**config.mk**
```make
export PLATFORM = sky130hd
export DESIGN_NAME = aes_round_ctrl
export DESIGN_NICKNAME = d
export VERILOG_FILES = /design/src/rtl/aes_round_ctrl.sv
export SDC_FILE = /design/constraint.sdc
export NUM_CORES = 1
export LEC_CHECK = 0
export BUFFER_PORTS_ARGS = -buffer_cell sky130_fd_sc_hd__buf_2
export CAP_MARGIN = 0
export CORE_MARGIN = 2
export CORE_UTILIZATION = 45
export CTS_BUF_LIST = sky130_fd_sc_hd__clkbuf_4
export CTS_CLUSTER_DIAMETER = 80
export DETAILED_ROUTE_END_ITERATION = 8
export PLACE_DENSITY = 0.65
export SLEW_MARGIN = 30
export SYNTH_ARGS = -nofsm -noshare
export SYNTH_HDL_FRONTEND = slang
export SYNTH_SLANG_ARGS = --single-unit
```
**constraint.sdc**
```tcl
create_clock -name ClkxCI -period 2.5 [get_ports ClkxCI]
set_clock_uncertainty 0.2 [all_clocks]
set_input_delay 0.5 -clock ClkxCI [delete_from_list [all_inputs] [get_ports ClkxCI]]
set_output_delay 0.5 -clock ClkxCI [all_outputs]
set_load 0.01 [all_outputs]
```
**src/rtl/aes_round_ctrl.sv**
```systemverilog
// AES round controller: sequences NROUNDS rounds of a per-round sequencer,
// tracks round number and key-schedule Rcon, and guards each round with a watchdog.
module aes_round_ctrl #(
    parameter int NROUNDS = 10,
    parameter int TIMEOUT = 31
) (
    input  logic       ClkxCI,
    input  logic       RstxBI,
    input  logic       ReqxSI,
    input  logic       AckxSI,
    input  logic       LastCyclexSI,
    output logic       StartxSO,
    output logic       LastRoundxSO,
    output logic [3:0] RoundxDO,
    output logic [7:0] RconxDO,
    output logic       BusyxSO,
    output logic       DonexSO,
    output logic       ErrxSO
);

    typedef enum logic [1:0] {
        IDLE  = 2'd0,
        START = 2'd1,
        RUN   = 2'd2,
        DONE  = 2'd3
    } state_t;

    localparam logic [3:0] LASTRND = 4'(NROUNDS);
    // Expiry fires on the edge where the count would reach TIMEOUT.
    localparam logic [7:0] WDLIM   = 8'(TIMEOUT - 1);

    state_t     StatexDP, StatexDN;
    logic [3:0] RoundxDP, RoundxDN;
    logic [7:0] RconxDP, RconxDN;
    logic [7:0] WdogxDP, WdogxDN;
    logic       ErrxSP, ErrxSN;

    function automatic logic [7:0] xtime(input logic [7:0] b);
        return {b[6:0], 1'b0} ^ (b[7] ? 8'h1B : 8'h00);
    endfunction

    always_ff @(posedge ClkxCI or negedge RstxBI) begin
        if (!RstxBI) begin
            StatexDP <= IDLE;
            RoundxDP <= 4'd0;
            RconxDP  <= 8'h00;
            WdogxDP  <= 8'd0;
            ErrxSP   <= 1'b0;
        end else begin
            StatexDP <= StatexDN;
            RoundxDP <= RoundxDN;
            RconxDP  <= RconxDN;
            WdogxDP  <= WdogxDN;
            ErrxSP   <= ErrxSN;
        end
    end

    always_comb begin
        StatexDN = StatexDP;
        RoundxDN = RoundxDP;
        RconxDN  = RconxDP;
        WdogxDN  = WdogxDP;
        ErrxSN   = ErrxSP;
        case (StatexDP)
            IDLE: begin
                if (LastCyclexSI) begin
                    ErrxSN = 1'b1;
                end else if (ReqxSI) begin
                    StatexDN = START;
                    ErrxSN   = 1'b0;
                    RoundxDN = 4'd1;
                    RconxDN  = 8'h01;
                end
            end
            START: begin
                // START is always a single cycle; a stray strobe only flags an error.
                if (LastCyclexSI) ErrxSN = 1'b1;
                StatexDN = RUN;
                WdogxDN  = 8'd0;
            end
            RUN: begin
                if (LastCyclexSI) begin
                    WdogxDN = 8'd0;
                    if (RoundxDP == LASTRND) begin
                        StatexDN = DONE;
                        RoundxDN = 4'd0;
                        RconxDN  = 8'h00;
                    end else begin
                        RoundxDN = RoundxDP + 4'd1;
                        RconxDN  = xtime(RconxDP);
                    end
                end else begin
                    if (WdogxDP != 8'hFF) WdogxDN = WdogxDP + 8'd1;
                    if (WdogxDP == WDLIM) begin
                        StatexDN = IDLE;
                        ErrxSN   = 1'b1;
                        RoundxDN = 4'd0;
                        RconxDN  = 8'h00;
                    end
                end
            end
            DONE: begin
                if (LastCyclexSI) begin
                    ErrxSN = 1'b1;
                end else if (AckxSI) begin
                    StatexDN = IDLE;
                end
            end
            default: StatexDN = IDLE;
        endcase
    end

    always_comb begin
        StartxSO     = (StatexDP == START);
        BusyxSO      = (StatexDP == START) || (StatexDP == RUN);
        DonexSO      = (StatexDP == DONE);
        ErrxSO       = ErrxSP;
        RoundxDO     = 4'd0;
        RconxDO      = 8'h00;
        LastRoundxSO = 1'b0;
        if (StatexDP == RUN) begin
            RoundxDO     = RoundxDP;
            RconxDO      = RconxDP;
            LastRoundxSO = (RoundxDP == LASTRND);
        end
    end

endmodule

```
==> metrics.txt <==
Die Y=61.0 um; CTS tree=built; Pre-antenna DRT Iters=4; per-cell routed wire length=14.2 um; Crit Path Class=reg -> reg; met2 usage=0.370; Filler cells=299; area of the die=3720 sq um; crit path cell chain=inv_1 > ha_1 > or4b_2 > o21ai_0 > o21ai_0 > o31ai_1; status=complete, no violations; post-synthesis sequential area ratio=0.394; Synth Register Bits=23; IO buf count=21; met1 Use GR=0.234; first-pass GRT wire length=5450 um; 1st-iter DRT viols=57; register area=576 sq um; worst r2r src=WdogxDP[0]; Synth cell types=40; Syn Area/Cell=9.18 sq um; worst-skew pair later-pin latency=0.30 ns; TritonCTS Buffers=3; clock root buffer=clkbuf_4; GRT overflow=0; GR peak layer=met2; htree depth=1; core area=3080 sq um; Slowest Stage Delay on Critical Path=0.57 ns; CP required=2.51 ns; Synth warnings=0; row cnt=20; normalized max-slew margin=0.634; final period utilization=0.938; hold path depth=2; area grow syn2layout=12.9%; vias per inst=5.37; Overall Power=1.36 mW; syn_nets=173; R2R setup slack=0.15 ns; Hold Path Origin=RconxDP[5]; largest net degree at the start of global routing=24; RR Endpoint=StatexDP[1]; most common cell after layout, fill and taps aside=dfrtp_1; Non-Filler Instances=227; Nets=198; CP Capture Type=flop; clock sinks=23; EDFF count, synth=0; Die X=61.0 um; peak supply drop=0.000346 V; Final Hold Fails=0; max-cap violation count=0; slowest CP cell=or4b_2; remaining antenna violation count after routing=0; setup violators final=0; Post-Route WL=3230 um; max frequency=426 MHz; initial antenna violation count=0; Tot GR Track Use=0.194; met3 usage=0.0256; asr flop ratio synth=1.00; Worst Hold Class=reg -> reg; cell count after synthesis=159; multi-input logic area=796 sq um; Placed Instances=222; Routability Congestion=0.875; diode count=0; Post-synth top flop=dfrtp_1; Post-DP HPWL=2400 um; most frequent cells in the layout=dfrtp_1 (23), nor2_1 (21), buf_2 (21); min Tclk post-route=2.35 ns; CP startpoint=WdogxDP[0]; Mapped Area=1460 sq um; drc violations=0; fraction of layout cells with a size suffix above 1=0.224; CP top delay family=compound AO/OA/AOI/OAI gates; starting density of the core=0.474; Placement Setup Slack=0.0263 ns; unrepaired setup endpoints after global routing=false; Max Slew Vio Count=0; via count=1,218; Reg clk slew, reported paths=0.13 ns; critical path buffer and inverter count=1; Max clock buf depth=2; PwrDens=825 nW/um^2; vias in the first global route=1,226; hold_buf cts=1; Least-Margin Pin Slew=0.548 ns; leakage=0.765 nW; Hold Path Sink=RconxDP[6]; CP arrival=2.36 ns; Register-to-Register Path Depth=6; Worst Path Max Fanout=5; cell repeated most along the worst path=o21ai_0; Setup Fix Bufs, Post-CTS=0; Setup WS post-layout=0.154 ns; crit start category=flop; I/O pin count=22; Setup TNS Final=0 ns; post-cts sizing count=0
-- worst register-to-register path, stage by stage (launching register included) --
cell,delay [ns]
dfrtp_1,0.45
inv_1,0.07
ha_1,0.15
or4b_2,0.57
o21ai_0,0.34
o21ai_0,0.20
o31ai_1,0.27
-- metrics by stage --
| stage | util | area (sq um) | hold WS [ns] |
|---|---|---|---|
| after floorplan | - | 1460 | 0.00441 |
| after CTS | 0.535 | 1650 | 0.361 |
| after detailed placement | 0.523 | 1610 | 0.310 |
| after global placement | 0.523 | 1610 | 0.297 |
| final | 0.535 | 1650 | 0.355 |
| after global routing | 0.535 | 1650 | 0.384 |
-- cells by family (layout without fill, tap and decap cells) --
kind of cell | Yosys count | after routing | share of synthesized area
xor gates and xnor gates | 3 | 3 | 0.0180
DFF | 23 | 23 | 0.394
and+or+nand+nor | 61 | 61 | 0.213
AOI/OAI and AO/OA | 33 | 33 | 0.147
adders and majority gates | 9 | 9 | 0.0771
buffers and inverters | 19 | 43 | 0.0608
muxes | 11 | 11 | 0.0908
-- sequential cells by signal, indices dropped and copies added (netlist names) --
register and cells:
RconxDP 8, WdogxDP 8, RoundxDP 4, StatexDP 2, ErrxSO 1
-- metal layers --
| layer | vias up | routed length [um] |
|---|---|---|
| met4 | 0 | 21 |
| met3 | 2 | 118 |
| met2 | 35 | 1660 |
| met1 | 585 | 1430 |
| met5 | - | 0 |
| li1 | 596 | - |
-- how the worst max path moves through the flow --
stage                              to  slack [ns]  cells after the start
after floorplan            RconxDP[3]        0.25                      5
after global placement    StatexDP[1]        0.19                      5
after detailed placement  StatexDP[1]        0.03                      5
after CTS                 StatexDP[1]        0.15                      6
after global routing       RconxDP[1]        0.04                      5
final                     StatexDP[1]        0.15                      6
-- cell type report --
class	instances	area share
clock buffers	3	0.0137
well taps	44	0.0334
flip-flops and latches	23	0.349
repair buffers	26	0.0881
multi-input cells	117	0.483
clock inverters	1	0.00304
inverters	13	0.0296
-- where the power goes --
part	switching (mW)	internal, mW	total [mW]	leakage [nW]
registers	0.0757	0.437	0.513	0.304
clock network	0.115	0.0596	0.174	0.0177
logic	0.384	0.289	0.673	0.443
total	0.574	0.786	1.36	0.765
-- cells in the mapped netlist, drive strengths merged, types with 3 or more instances --
cell type | number | area (sq um)
a21oi | 6 | 30.0
nand3 | 5 | 25.0
xnor2 | 3 | 26.3
nand2 | 12 | 45.0
o21ai | 12 | 60.1
and2 | 5 | 31.3
dfrtp | 23 | 576
nand2b | 3 | 18.8
nor2 | 21 | 78.8
o31ai | 4 | 30.0
and3 | 4 | 26.3
inv | 12 | 45.0
clkbuf | 4 | 25.0
ha | 9 | 113
mux2i | 5 | 50.1
mux2 | 6 | 82.6
(Power assumes the default switching activity.)
